==> src/rtl/wb_stage_pipe.sv <==
`default_nettype none
// ============================================================================
// Module   : wb_stage_pipe
// Purpose  : MEM/WB pipeline register and write-back selector for the bluex
//            core. Captures NUM_SRC write-back sources plus control, then
//            selects one source combinationally. The load source (MEM_SRC)
//            is lane-aligned (byte/half/word/dword) and sign/zero-extended.
//            Supports stall, flush (bubble insert), valid tracking, x0 write
//            suppression and a retire counter.
// Ports    :
//   clk               in   rising-edge clock
//   rst_n             in   asynchronous reset, active low
//   enable_CPU        in   global enable; low freezes all state
//   stall             in   hold current contents
//   flush             in   load a bubble (overrides stall)
//   valid_in          in   incoming instruction is valid
//   src_data_in       in   source k at [k*DATA_W +: DATA_W]
//   src_sel_in        in   write-back source select
//   mem_size_in       in   00 byte, 01 half, 10 word, 11 dword
//   mem_unsigned_in   in   1 zero-extend, 0 sign-extend
//   byte_off_in       in   load address low bits
//   write_reg_addr_in in   destination register
//   reg_write_in      in   destination write request
//   write_back_data   out  selected, formatted write-back data
//   write_reg_addr    out  registered destination address
//   reg_write         out  register-file write enable
//   wb_valid          out  stage holds a valid instruction
//   retire_cnt        out  count of valid instructions retired
// Revision : 1.0  initial release
// ============================================================================
module wb_stage_pipe #(
  parameter int DATA_W   = 32,
  parameter int ADDR_W   = 5,
  parameter int NUM_SRC  = 4,
  parameter int SEL_W    = 2,
  parameter int MEM_SRC  = 1,
  parameter int ZERO_REG = 1,
  parameter int CNT_W    = 32,
  localparam int OFF_W   = $clog2(DATA_W / 8)
) (
  input  logic                      clk,
  input  logic                      rst_n,
  input  logic                      enable_CPU,
  input  logic                      stall,
  input  logic                      flush,
  input  logic                      valid_in,
  input  logic [NUM_SRC*DATA_W-1:0] src_data_in,
  input  logic [SEL_W-1:0]          src_sel_in,
  input  logic [1:0]                mem_size_in,
  input  logic                      mem_unsigned_in,
  input  logic [OFF_W-1:0]          byte_off_in,
  input  logic [ADDR_W-1:0]         write_reg_addr_in,
  input  logic                      reg_write_in,
  output logic [DATA_W-1:0]         write_back_data,
  output logic [ADDR_W-1:0]         write_reg_addr,
  output logic                      reg_write,
  output logic                      wb_valid,
  output logic [CNT_W-1:0]          retire_cnt
);

  // Offset masks that drop the sub-lane bits for half and word accesses.
  localparam logic [OFF_W-1:0] HALF_ALIGN = ~OFF_W'(1);
  localparam logic [OFF_W-1:0] WORD_ALIGN = ~OFF_W'(3);

  localparam logic [1:0] SIZE_BYTE = 2'b00;
  localparam logic [1:0] SIZE_HALF = 2'b01;
  localparam logic [1:0] SIZE_WORD = 2'b10;

  // --------------------------------------------------------------------------
  // Pipeline registers
  // --------------------------------------------------------------------------
  logic                      valid_q,        valid_d;
  logic                      reg_write_q,    reg_write_d;
  logic [NUM_SRC*DATA_W-1:0] src_data_q,     src_data_d;
  logic [SEL_W-1:0]          src_sel_q,      src_sel_d;
  logic [1:0]                mem_size_q,     mem_size_d;
  logic                      mem_unsigned_q, mem_unsigned_d;
  logic [OFF_W-1:0]          byte_off_q,     byte_off_d;
  logic [ADDR_W-1:0]         addr_q,         addr_d;
  logic [CNT_W-1:0]          cnt_q,          cnt_d;

  // Priority: disabled hold > flush > stall hold > load.
  // A flush only kills valid and the write request; the payload registers
  // keep their old contents since nothing downstream consumes them.
  always_comb begin
    valid_d        = valid_q;
    reg_write_d    = reg_write_q;
    src_data_d     = src_data_q;
    src_sel_d      = src_sel_q;
    mem_size_d     = mem_size_q;
    mem_unsigned_d = mem_unsigned_q;
    byte_off_d     = byte_off_q;
    addr_d         = addr_q;
    cnt_d          = cnt_q;
    if (enable_CPU) begin
      if (flush) begin
        valid_d     = 1'b0;
        reg_write_d = 1'b0;
      end else if (!stall) begin
        // The held instruction leaves the stage on this edge.
        if (valid_q) begin
          cnt_d = cnt_q + CNT_W'(1);
        end
        valid_d        = valid_in;
        reg_write_d    = reg_write_in;
        src_data_d     = src_data_in;
        src_sel_d      = src_sel_in;
        mem_size_d     = mem_size_in;
        mem_unsigned_d = mem_unsigned_in;
        byte_off_d     = byte_off_in;
        addr_d         = write_reg_addr_in;
      end
    end
  end

  always_ff @(posedge clk or negedge rst_n) begin
    if (!rst_n) begin
      valid_q        <= 1'b0;
      reg_write_q    <= 1'b0;
      src_data_q     <= '0;
      src_sel_q      <= '0;
      mem_size_q     <= '0;
      mem_unsigned_q <= 1'b0;
      byte_off_q     <= '0;
      addr_q         <= '0;
      cnt_q          <= '0;
    end else begin
      valid_q        <= valid_d;
      reg_write_q    <= reg_write_d;
      src_data_q     <= src_data_d;
      src_sel_q      <= src_sel_d;
      mem_size_q     <= mem_size_d;
      mem_unsigned_q <= mem_unsigned_d;
      byte_off_q     <= byte_off_d;
      addr_q         <= addr_d;
      cnt_q          <= cnt_d;
    end
  end

  // --------------------------------------------------------------------------
  // Load formatting of the memory source
  // --------------------------------------------------------------------------
  logic [DATA_W-1:0] mem_word;
  logic [DATA_W-1:0] mem_shifted;
  logic [DATA_W-1:0] lane_mask;
  logic [DATA_W-1:0] fmt_data;
  logic [OFF_W-1:0]  off_eff;
  logic              sign_bit;

  always_comb begin
    mem_word  = src_data_q[MEM_SRC*DATA_W +: DATA_W];
    off_eff   = byte_off_q;
    lane_mask = DATA_W'(8'hFF);
    case (mem_size_q)
      SIZE_BYTE: begin
        off_eff   = byte_off_q;
        lane_mask = DATA_W'(8'hFF);
      end
      SIZE_HALF: begin
        off_eff   = byte_off_q & HALF_ALIGN;
        lane_mask = DATA_W'(16'hFFFF);
      end
      SIZE_WORD: begin
        off_eff   = byte_off_q & WORD_ALIGN;
        lane_mask = DATA_W'(32'hFFFF_FFFF);
      end
      default: begin
        // Dword on a 32-bit core degenerates to a word access.
        if (DATA_W == 64) begin
          off_eff   = '0;
          lane_mask = '1;
        end else begin
          off_eff   = byte_off_q & WORD_ALIGN;
          lane_mask = DATA_W'(32'hFFFF_FFFF);
        end
      end
    endcase

    // Shift the addressed lane down to bit 0, then mask and extend.
    mem_shifted = mem_word >> {off_eff, 3'b000};
    case (mem_size_q)
      SIZE_BYTE: sign_bit = mem_shifted[7];
      SIZE_HALF: sign_bit = mem_shifted[15];
      SIZE_WORD: sign_bit = mem_shifted[31];
      default:   sign_bit = mem_shifted[DATA_W-1];
    endcase

    fmt_data = mem_shifted & lane_mask;
    if (!mem_unsigned_q && sign_bit) begin
      fmt_data = fmt_data | ~lane_mask;
    end
  end

  // --------------------------------------------------------------------------
  // Source selection
  // --------------------------------------------------------------------------
  logic [DATA_W-1:0] sel_data;

  always_comb begin
    sel_data = '0;
    for (int k = 0; k < NUM_SRC; k++) begin
      if (src_sel_q == SEL_W'(k)) begin
        sel_data = src_data_q[k*DATA_W +: DATA_W];
      end
    end
  end

  always_comb begin
    if (int'(src_sel_q) >= NUM_SRC) begin
      write_back_data = '0;
    end else if (int'(src_sel_q) == MEM_SRC) begin
      write_back_data = fmt_data;
    end else begin
      write_back_data = sel_data;
    end
  end

  // --------------------------------------------------------------------------
  // Control outputs
  // --------------------------------------------------------------------------
  logic addr_is_zero;
  assign addr_is_zero   = (addr_q == '0);
  assign write_reg_addr = addr_q;
  assign wb_valid       = valid_q;
  assign retire_cnt     = cnt_q;
  assign reg_write      = valid_q & reg_write_q & ~((ZERO_REG != 0) & addr_is_zero);

endmodule
`default_nettype wire

==> config.mk <==
export PLATFORM = sky130hd
export DESIGN_NAME = wb_stage_pipe
export DESIGN_NICKNAME = d
export VERILOG_FILES = /design/src/rtl/wb_stage_pipe.sv
export SDC_FILE = /design/constraint.sdc
export NUM_CORES = 1
export LEC_CHECK = 0
export BUFFER_PORTS_ARGS = -buffer_cell sky130_fd_sc_hd__buf_4
export CORE_AREA = 3 3 134 136
export CTS_CLUSTER_DIAMETER = 100
export CTS_CLUSTER_SIZE = 14
export DETAILED_ROUTE_END_ITERATION = 12
export DIE_AREA = 0 0 137 139
export GPL_ROUTABILITY_DRIVEN = 0
export PLACE_DENSITY = 0.74
export SKIP_LAST_GASP = 1
export SLEW_MARGIN = 20
export SYNTH_ARGS = -nofsm -noshare
export SYNTH_HDL_FRONTEND = slang
export SYNTH_SLANG_ARGS = --single-unit
==> constraint.sdc <==
create_clock -name clk -period 5.3 [get_ports clk]
set_input_delay 0.795 -clock clk [delete_from_list [all_inputs] [get_ports clk]]
set_output_delay 0.795 -clock clk [all_outputs]
set_load 0.03 [all_outputs]
Yosys cells after proc, flatten, opt, wreduce, memory -nomap -nowiden
Cells that the tools add are included.
- register bits: 174
- bits of input ports: 147
- add/sub/neg operators: 1
- equal/unequal tests: 6
- shifts and indexed selects: 1
- muxes and demuxes: 13
- bitwise gates (word level): 8
- reductions and logical operators: 8
- operators by type and width (kind ; number):
    32-bit two-way mux ; 6
    32-bit case mux with 2 select lines ; 1
    32-bit by 1-bit adder with 32-bit output, second input constant ; 1
    32-bit AND ; 1
    32-bit inverter ; 1
    32-bit bitwise OR ; 1
    32-bit by 5-bit >> shifter with 32-bit output ; 1
    2-bit equality test, second input constant ; 3
    5-bit zero test ; 1
    2-bit by 1-bit equality test with 1-bit output, second input constant ; 2
    2-bit zero test ; 2
    1-bit two-way mux ; 4
    2-bit case mux with 2 select lines ; 1
    4-bit AND reduction ; 1
    1-bit inverter ; 3
    3-bit AND reduction ; 1
    1-bit AND ; 2
    2-bit by 1-bit != test with 1-bit output, second input constant ; 1
    1-bit case mux with 2 select lines ; 1
    2-bit AND reduction ; 1
    1-bit logical AND ; 1
    1-bit zero test ; 1

Logic depth before layout (Yosys ltp)
Gate-level depths: netlist of the first run.
- depth after elaboration: 7
- depth in mapped cells: 7
- mapped depth without buffers: 5

Worst setup path after synthesis of the first run
No wires, ideal clock.
- path kind: reg2out
- start point: reg mem_size_q[0]
- end point: out write_back_data[30]
- arrival: 1.924 ns
- required time: 4.505 ns
- setup slack: 2.581 ns
- stages on the path, launching flop included: 6
- buffers on the path: 1
- cell sequence: dfrtp_1 -> or2_2 -> clkbuf_1 -> a211oi_1 -> a311oi_2 -> a21oi_1
- longest elaborated chain between the ends: 7
- elaborated cells between the ends (all ways): 12
- those cells by class: 1 x eq/ne; 1 x shift; 5 x mux; 3 x bitwise; 2 x reduce/logical
- ends and longest elaborated chain (item ; RTL line ; RTL):
    from (decl) ; 76 ; logic [1:0] mem_size_q, mem_size_d;
    from (signal assigned) ; 132 ; mem_size_q <= mem_size_d;
    2-bit by 1-bit equality test with 1-bit output / 2-bit zero test (equally long branches) ; 154, 181 ;
    2-bit case mux with 2 select lines ; 154 ; case (mem_size_q)
    32-bit by 5-bit >> shifter with 32-bit output ; 180 ; mem_shifted = mem_word >> {off_eff, 3'b000};
    1-bit case mux with 2 select lines / 32-bit AND (equally long branches) ; 181, 188 ;
    1-bit logical AND / 32-bit bitwise OR (equally long branches) ; 189, 190 ;
    32-bit two-way mux * ; 189 ; if (!mem_unsigned_q && sign_bit) begin
    32-bit two-way mux * ; 211 ; end else if (int'(src_sel_q) == MEM_SRC) begin
    to (decl) ; 54 ; output logic [DATA_W-1:0] write_back_data,
Mark *: on every way between the ends. The rest lies on a longest branch, timed or not.

Worst setup path in the final report of the first run
- start point: reg mem_size_q[1]
- end point: out write_back_data[17]
The elaborated chain is that of the path after synthesis.

==> metrics, run 1 <==
Startpoint Class register; floorplan row count 48; Initial DRT Pass Iterations 5; area of the core ~17,000 µm²; I/O Buffers between 200 and 250; Crit Path Max Fanout 15; CTS Root Cell clkbuf_16; Worst Setup End Kind primary output; Crit Path Class reg2out; DR vias/cell about 5.5; Slew headroom 0.285; post_cts resized 0; Final Cycle Share 0.710; R2R Setup Slk a little under 3000 ps; Max Buffers Root-to-Sink 2; Post CTS Setup Buffer Count 0; RSZ-0062 raised after global routing false; cts bufs inserted 17; gr usage total 0.227; Worst EP arrival a little under 3000 ps; Mapped Nets 754; Detailed Place HPWL 15,600 µm; Peak VDD IR approximately 0.31 mV; register bit count reported by yosys between 150 and 200; clk slew on worst S/H paths 70 ps; Layout Skew just over 7 ps; CTS tree built; Synth cell types 43; reg2reg end retire_cnt[19]; sequential-to-total area share from yosys stat 0.539; largest net degree at the start of global routing 138; cell count of the worst reg-to-reg path 4; # diodes 0; max cap viols 0; Hold Crit Class in2async; Vias about 5,800; DIE WIDTH around 140 µm; worst-margin pin slew ~1100 ps; status finished, final reports clean; die area around 19,000 µm²; FF-to-FF Start wb_valid; Top FF cell, synth dfrtp_1; clock latency on the worst-skew pair about 420 ps; Worst Path Required approximately 4500 ps; I/O pins between 200 and 250; Pins Over Slew Limit 0; cts hold-fix bufs 0; EDFF count, synth 0; layout cell share with drive strength beyond 1 0.524; vias in the first global route slightly above 6,000; DRT antenna net count 0; DRC viols 0; Cell Pwr Density 390 nW/µm²; Total Routed Length about 21,000 µm; asr flop ratio synth 1.00; nets@finish between 900 and 1,000; fmax roughly 270 MHz; 1st-iter DRT viols between 200 and 300; min Tclk post-route around 3800 ps; Syn Std Cell Area 8080 µm²; setup TNS 0 ps; DIE HEIGHT 139 µm; H-Tree Depth 4; Yosys Warn Count 0; total grt overflow 0; initial antenna violation count 1; Mapped Avg Cell Area ~13 µm²; Clock Sink Count roughly 170; final setup margin approximately 1500 ps; Leak roughly 0.0048 µW; final setup fails 0; Cells after Synth 606; global-route wire length before repair 33,500 µm; final hold viol count 0; Initial Util 0.473; Place WS a little over 2000 ps; Area growth, synth to finish 29.4%; wire length per cell ~20 µm
## cells by family (layout without fill, tap and decap cells)
logic type	after synthesis	after routing	synth area share
AOI/OAI and AO/OA	63	63	0.0576
DFF	174	174	0.539
adders and majority gates	1	1	0.00155
xor gates and xnor gates	31	31	0.0336
and+or+nand+nor	105	105	0.0680
muxes	186	186	0.276
buffers and inverters	46	260	0.0237
## power breakdown
part           switching [µW]  internal, µW
clock network             580           629
registers                 174          1540
logic                     582           570
total                    1340          2740
## registers in the layout, indices dropped and copies added (netlist names)
name and count:
wb_valid 1, src_sel_q 2, write_reg_addr 5, retire_cnt 32
mem_size_q 2, reg_write_q 1, mem_unsigned_q 1, src_data_q 128
byte_off_q 2
## area by class of cell
type                    count  area (µm²)
clock buffers              17         425
clock inverters            15         146
fillers                  1341        6610
inverters                   6        22.5
multi-input cells         386        3530
flip-flops and latches    174        4360
well taps                 225         282
repair buffers            222        1680
## worst max-delay path, stage by stage, from the launching register on
cell       delay, ps
dfrtp_1          510
or2_2            430
a211oi_1         350
nand4_1          680
o2111ai_1        370
buf_4            210
## synthesized netlist by cell type (5+ instances only)
master / number / area [µm²]
a21oi_1: 12 / 60.1
a22o_1: 15 / 131
and4_1: 5 / 43.8
buf_2: 9 / 45.0
clkbuf_1: 26 / 97.6
dfrtp_1: 174 / 4350
inv_1: 6 / 22.5
mux2_2: 155 / 1750
mux2i_1: 17 / 170
mux4_2: 14 / 315
nand2_1: 42 / 158
nand3_1: 11 / 55.1
nand4_1: 9 / 56.3
nor2_1: 6 / 22.5
nor3_1: 7 / 35.0
o2111ai_1: 15 / 131
o21ai_0: 5 / 25.0
o22ai_1: 11 / 68.8
xnor2_1: 21 / 184
xor2_1: 10 / 87.6
## worst max-delay path by stage
stage | start | endpoint | slack [ps] | depth (start not counted)
floorplan | mem_size_q[0] | write_back_data[30] | 2580 | 5
global placement | mem_size_q[1] | write_back_data[29] | 2140 | 5
detailed placement | mem_size_q[1] | write_back_data[29] | 2010 | 5
CTS | mem_size_q[1] | write_back_data[29] | 1540 | 5
global route | mem_size_q[1] | write_back_data[29] | 1310 | 5
finish | mem_size_q[1] | write_back_data[17] | 1540 | 5
## layout by cell type, fill, tap and decap left out, types with 2 or more instances in the layout
master / n
buf_4: 220
dfrtp_1: 172
mux2_2: 155
nand2_1: 42
xnor2_1: 21
mux2i_1: 17
clkbuf_16: 17
a22o_1: 15
o2111ai_1: 15
mux4_2: 14
a21oi_1: 12
o22ai_1: 11
nand3_1: 11
xor2_1: 10
nand4_1: 9
nor3_1: 7
nor2_1: 6
inv_1: 6
inv_8: 6
o21ai_0: 5
and4_1: 5
and3_1: 4
inv_6: 4
or4_1: 3
nor4_1: 3
nor2b_1: 2
or2_2: 2
and2_1: 2
clkinv_2: 2
clkinv_4: 2
dfrtp_2: 2
## per-stage QoR
stage,util,cells,area [µm²],total power (µW),hold WS (ps)
5_1_grt,0.613,1045,10500,4270,482
3_5_place_dp,0.579,1013,9880,2890,486
4_1_cts,0.613,1045,10500,4110,453
6_report,0.613,1045,10500,4070,430
3_3_place_gp,0.579,1013,9880,2850,457
2_1_floorplan,-,606,8080,2440,466
## per-layer routing
metal / GRT usage / part of all wire / up-vias / routed length [µm]
met2: 0.354 / 0.48 / 218 / 10300
met1: 0.304 / 0.41 / 2899 / 8840
li1: - / - / 2638 / -
met4: 0.0735 / 0.025 / 2 / 544
met3: 0.0704 / 0.079 / 39 / 1690
met5: 0 / 0.00094 / - / 20
No activity file was read; power rests on OpenSTA's default activity.
==> run 2, diff against run 1 <==
==> constraint.sdc (replaced) <==
create_clock -name clk -period 4 [get_ports clk]
set_input_delay 0.6 -clock clk [delete_from_list [all_inputs] [get_ports clk]]
set_output_delay 0.6 -clock clk [all_outputs]
set_load 0.03 [all_outputs]
==> run 2 against run 1 <==
  * Core utilization barely moved
  * Setup slack got worse by 1200 ps
  * Hold slack got worse by 120 ps
  * Combinational power rose by 34%
  * Critical path depth did not move
  * Wire length fell by 1.6%
  * Critical path type unchanged
  * Largest cell class unchanged
  * Highest routed layer unchanged
==> metrics, run 2 (synthesis gave the netlist of run 1 again) <==
DIE HEIGHT 139 µm (unchanged); Final Cycle Share 0.907; I/O pins 218 (unchanged); Area growth, synth to finish 29.5% (about the same); wire length per cell 20.1 µm (-1.8%); Worst Setup End Kind primary output; initial antenna violation count 1 (unchanged); cell count of the worst reg-to-reg path 4 (unchanged); Detailed Place HPWL 15,500 µm (-0.40%); CTS tree built; Hold Crit Class in2async; RSZ-0062 raised after global routing false; DIE WIDTH 137 µm (unchanged); max cap viols 0 (unchanged); CTS Root Cell clkbuf_16; Peak VDD IR 0.344 mV (+11%); gr usage total 0.223 (-0.00444); Cell Pwr Density 514 nW/µm² (+32%); clk slew on worst S/H paths 70 ps (about the same); Slew headroom 0.258 (-0.0267); Post CTS Setup Buffer Count 0 (unchanged); Worst EP arrival 3030 ps (+60 ps); nets@finish 957 (+0.21%); 1st-iter DRT viols 248 (-14%); DRC viols 0 (unchanged); fmax roughly 280 MHz; Clock Sink Count 174 (unchanged); layout cell share with drive strength beyond 1 0.524 (about the same); worst-margin pin slew 1110 ps (+47.5 ps); largest net degree at the start of global routing 107 (-22%); Max Buffers Root-to-Sink 2 (unchanged); FF-to-FF Start wb_valid; Fill cells 1,351 (+0.75%); clock latency on the worst-skew pair 410 ps (about the same); post-layout util 0.613 (about the same); Pins Over Slew Limit 0 (unchanged); Initial Util 0.473 (unchanged); Layout Skew 7.87 ps (+0.589 ps); crit-path leading delay family simple AND/OR/NAND/NOR gates; final hold viol count 0 (unchanged); Initial DRT Pass Iterations 5 (unchanged); setup TNS 0 ps (unchanged); floorplan row count 48 (unchanged); Crit Path Class reg2out; total grt overflow 0 (unchanged); Finished Cell Area 10,500 µm² (about the same); # diodes 0 (unchanged); most common cell after layout, fill and taps aside buf_4; cts bufs inserted 17 (unchanged); post_cts resized 0 (unchanged); register bank with the most flops src_data_q; vias in the first global route 5,961 (-2.3%); Leak 0.00475 µW (about the same); CP endpoint write_back_data[26]; Worst Path Required 3400 ps (-1110 ps); slowest cell on the critical path nand4_1; flip-flop count of the largest register after layout 128 (unchanged); status finished, final reports clean; Crit path depth 5 (unchanged); Total Routed Length 21,000 µm (-1.6%); DRT antenna net count 0 (unchanged); Crit Path Max Fanout 15 (unchanged); crit-path cells or2_2 -> a211oi_1 -> nand4_1 -> o2111ai_1 -> buf_4; R2R Setup Slk 1680 ps (-1250 ps); placed inst area 9890 µm² (+0.15%); Startpoint Class register; area of the core 17,100 µm² (unchanged); most frequent cells in the layout 222 x buf_4, 172 x dfrtp_1, 155 x mux2_2; Vias 5,800 (+0.069%); min Tclk post-route approximately 3600 ps; cts hold-fix bufs 0 (unchanged); CP Buf/Inv Count 1 (unchanged); H-Tree Depth 4 (unchanged); I/O Buffers 217 (unchanged); die area 19,000 µm² (unchanged); crit-path max cell delay 700 ps (+20 ps); final setup fails 0 (unchanged); Critical Path Source mem_size_q[1]; global-route wire length before repair 32,800 µm (-2.1%); DR vias/cell 5.54 (-0.12%); reg2reg end retire_cnt[20]
run 2: worst min path at each step:
| stage | end | slack (ps) | cells after the start |
|---|---|---|---|
| floorplan | byte_off_q[0] | 300 | 0 |
| global route | src_data_q[75] | 360 | 1 |
| detailed placement | retire_cnt[31] | 460 | 1 |
| global placement | retire_cnt[31] | 460 | 1 |
| finish | src_data_q[73] | 310 | 1 |
| CTS | src_data_q[75] | 340 | 1 |
run 2: layout make-up:
class / count / area (µm²) / area share
timing repair buffer: 224 / 1700 / 0.162
tap: 225 / 282 / 0.0269
clock inverter: 14 / 135 / 0.0129
multi-input combinational: 386 / 3530 / 0.338
inverter: 6 / 22.5 / 0.00215
sequential: 174 / 4360 / 0.417
clock buffer: 18 / 429 / 0.0410
run 2: routing by layer:
layer,wire length [µm],track usage
met1,9030,0.308
met2,10100,0.344
met3,1600,0.0668
met4,335,0.0599
met5,13,0
run 2: worst reg2reg max path: cells and delay by family (launching register included):
family / cells / cell delay, ps
xor+xnor: 1 / 190
flops: 1 / 410
simple gates: 3 / 1610
run 2: power by group:
part	switching [µW]	leakage, µW	internal [µW]
Clock	712	0.000275	871
Sequential	213	0.00212	2040
Combinational	780	0.00236	756
run 2: through the flow:
step                power, µW  hold slack [ps]  worst slack, ps  std cells
finish                   5370              306              373       1047
global route             5630              361              232       1047
CTS                      5420              345              432       1047
detailed placement       3830              460              909       1015
global placement         3780              458             1030       1015
floorplan                3230              304             1480        606
==> run 3, diff against run 2 <==
--- a/config.mk
+++ b/config.mk
@@ -5,14 +5,15 @@
 export SDC_FILE = /design/constraint.sdc
 export NUM_CORES = 1
 export LEC_CHECK = 0
-export BUFFER_PORTS_ARGS = -buffer_cell sky130_fd_sc_hd__buf_4
 export CORE_AREA = 3 3 134 136
 export CTS_CLUSTER_DIAMETER = 100
 export CTS_CLUSTER_SIZE = 14
 export DETAILED_ROUTE_END_ITERATION = 12
 export DIE_AREA = 0 0 137 139
+export DONT_BUFFER_PORTS = 1
 export GPL_ROUTABILITY_DRIVEN = 0
-export PLACE_DENSITY = 0.74
+export PLACE_DENSITY = 0.63
+export RECOVER_POWER = 25
 export SKIP_LAST_GASP = 1
 export SLEW_MARGIN = 20
 export SYNTH_ARGS = -nofsm -noshare
==> run 3 against run 2 <==
  * The flow now finishes with violations (negative hold slack)
  * Hold slack got worse by 440 ps
  * Critical path depth fell by 1
  * Largest power group unchanged
  * Global-route usage fell by 0.95 points
  * First-iteration DRC count fell by 8.1%
==> metrics, run 3 (synthesis gave the netlist of run 1 again) <==
vias in the first global route 5,319 (-11%); CP endpoint write_back_data[29]; H-Tree Depth 4 (unchanged); area of the core 17,100 µm² (unchanged); FF-to-FF Start wb_valid; R2R Setup Slk 1710 ps (+30 ps); Worst EP arrival 3020 ps (about the same); fmax 276 MHz (about the same); most frequent cells in the layout 172 x dfrtp_1, 155 x mux2_2, 42 x nand2_1; I/O pins 218 (unchanged); failing checks negative hold slack; Pins Over Slew Limit 0 (unchanged); CTS tree built; 1st-iter DRT viols 228 (-8.1%); Finished Cell Area 8820 µm² (-16%); post_cts resized 0 (unchanged); Worst Setup End Kind primary output; Cell Pwr Density 572 nW/µm² (+11%); max cap viols 0 (unchanged); Hold Crit Class in2async; Crit Path Class reg2out; DRC viols 0 (unchanged); nets@finish 736 (-23%); Clock Sink Count 174 (unchanged); Final Cycle Share 0.906 (about the same); DR vias/cell 5.99 (+8.1%); DIE WIDTH 137 µm (unchanged); crit-path max cell delay 660 ps (-40 ps); initial antenna violation count 9 (+8); cell count of the worst reg-to-reg path 4 (unchanged); I/O Buffers 0 (-100%); Startpoint Class register; routing usage on met1 0.279 (-0.0291); register bank with the most flops src_data_q; placed inst area 8230 µm² (-17%); gr usage total 0.213 (-0.00951); clock latency on the worst-skew pair 420 ps (about the same); Initial DRT Pass Iterations 4 (-1); CTS Root Cell clkbuf_16; RSZ-0062 raised after global routing false; die area 19,000 µm² (unchanged); Area growth, synth to finish 9.22%; Initial Util 0.473 (unchanged); final setup fails 0 (unchanged); cts bufs inserted 17 (unchanged); layout cell share with drive strength beyond 1 0.354 (-0.170); Peak VDD IR 0.357 mV (+3.8%); Crit Path Max Fanout 15 (unchanged); DIE HEIGHT 139 µm (unchanged); Layout Skew 5.67 ps (-2.20 ps); Max Buffers Root-to-Sink 2 (unchanged); status finished with violations; reg2reg end retire_cnt[28]; Critical Path Source mem_size_q[1]; worst hold slack -131 ps (-437 ps); global-route wire length before repair 31,100 µm (-5.2%); setup TNS 0 ps (unchanged); min Tclk post-route 3620 ps (-2.56 ps); flip-flop count of the largest register after layout 128 (unchanged); GR peak layer met2; most common cell after layout, fill and taps aside dfrtp_1; final hold viol count 174 (+174); GR met3 Demand/Resource 0.0831 (+0.0163); floorplan row count 48 (unchanged); clk slew on worst S/H paths 70 ps (about the same); slowest cell on the critical path nand4_1; worst-margin pin slew 1110 ps (-2.19 ps); Total Routed Length 20,300 µm (-3.3%); crit-path cells or2_2 -> a211oi_1 -> nand4_1 -> o2111ai_1; Vias 4,971 (-14%); Post CTS Setup Buffer Count 0 (unchanged); Leak 0.00367 µW (-23%); Worst Path Required 3400 ps (about the same); Detailed Place HPWL 14,500 µm (-6.7%); largest net degree at the start of global routing 175 (+64%); grt met2 use 0.323 (-0.0212); wire length per cell 24.5 µm (+22%); DRT antenna net count 0 (unchanged); Slew headroom 0.260 (+0.00146); total grt overflow 0 (unchanged)
## run 3: final cells by class
cell class | count | area (µm²)
Tap cell | 225 | 282
Clock buffer | 17 | 425
Inverter | 6 | 22.5
Fill cell | 1507 | 8240
Antenna cell | 4 | 10.0
Timing Repair Buffer | 3 | 35.0
Clock inverter | 15 | 141
Sequential cell | 174 | 4360
Multi-Input combinational cell | 386 | 3550
## run 3: layer usage
metal  vias up  share of wire  wire (µm)
met4        12          0.029        599
met2       162           0.47       9550
li1       2206              -          -
met1      2547           0.42       8480
met5         -         0.0031         63
met3        44          0.081       1650
## run 3: worst min path at each step
stage / endpoint / slack [ps] / start / depth (start not counted)
after global routing: retire_cnt[16] / -150 / rst_n / 0
after CTS: retire_cnt[12] / -150 / rst_n / 0
after detailed placement: retire_cnt[16] / 310 / rst_n / 0
final: src_data_q[0] / -130 / rst_n / 0
after global placement: retire_cnt[20] / 310 / rst_n / 0
after floorplan: byte_off_q[0] / 300 / rst_n / 0
## run 3: critical path, delay by kind of cell (launching register included)
kind	cells	cell delay [ps]
AOI/OAI and AO/OA	2	1000
and+or+nand+nor	2	1080
DFF	1	510
## run 3: power breakdown
group / internal (µW) / switching (µW) / total (µW)
sequential: 2040 / 283 / 2320
combinational: 494 / 627 / 1120
clock: 831 / 773 / 1600
## run 3: stage by stage
stage           util  total power, µW  hold slack [ps]  instances  worst slack, ps
3_3_place_gp   0.483             3430              309        794              909
5_1_grt        0.517             5280             -151        829              210
4_1_cts        0.516             5090             -146        826              386
3_5_place_dp   0.483             3480              310        794              852
6_report       0.517             5050             -131        830              376
2_1_floorplan      -             3230              304        606             1480
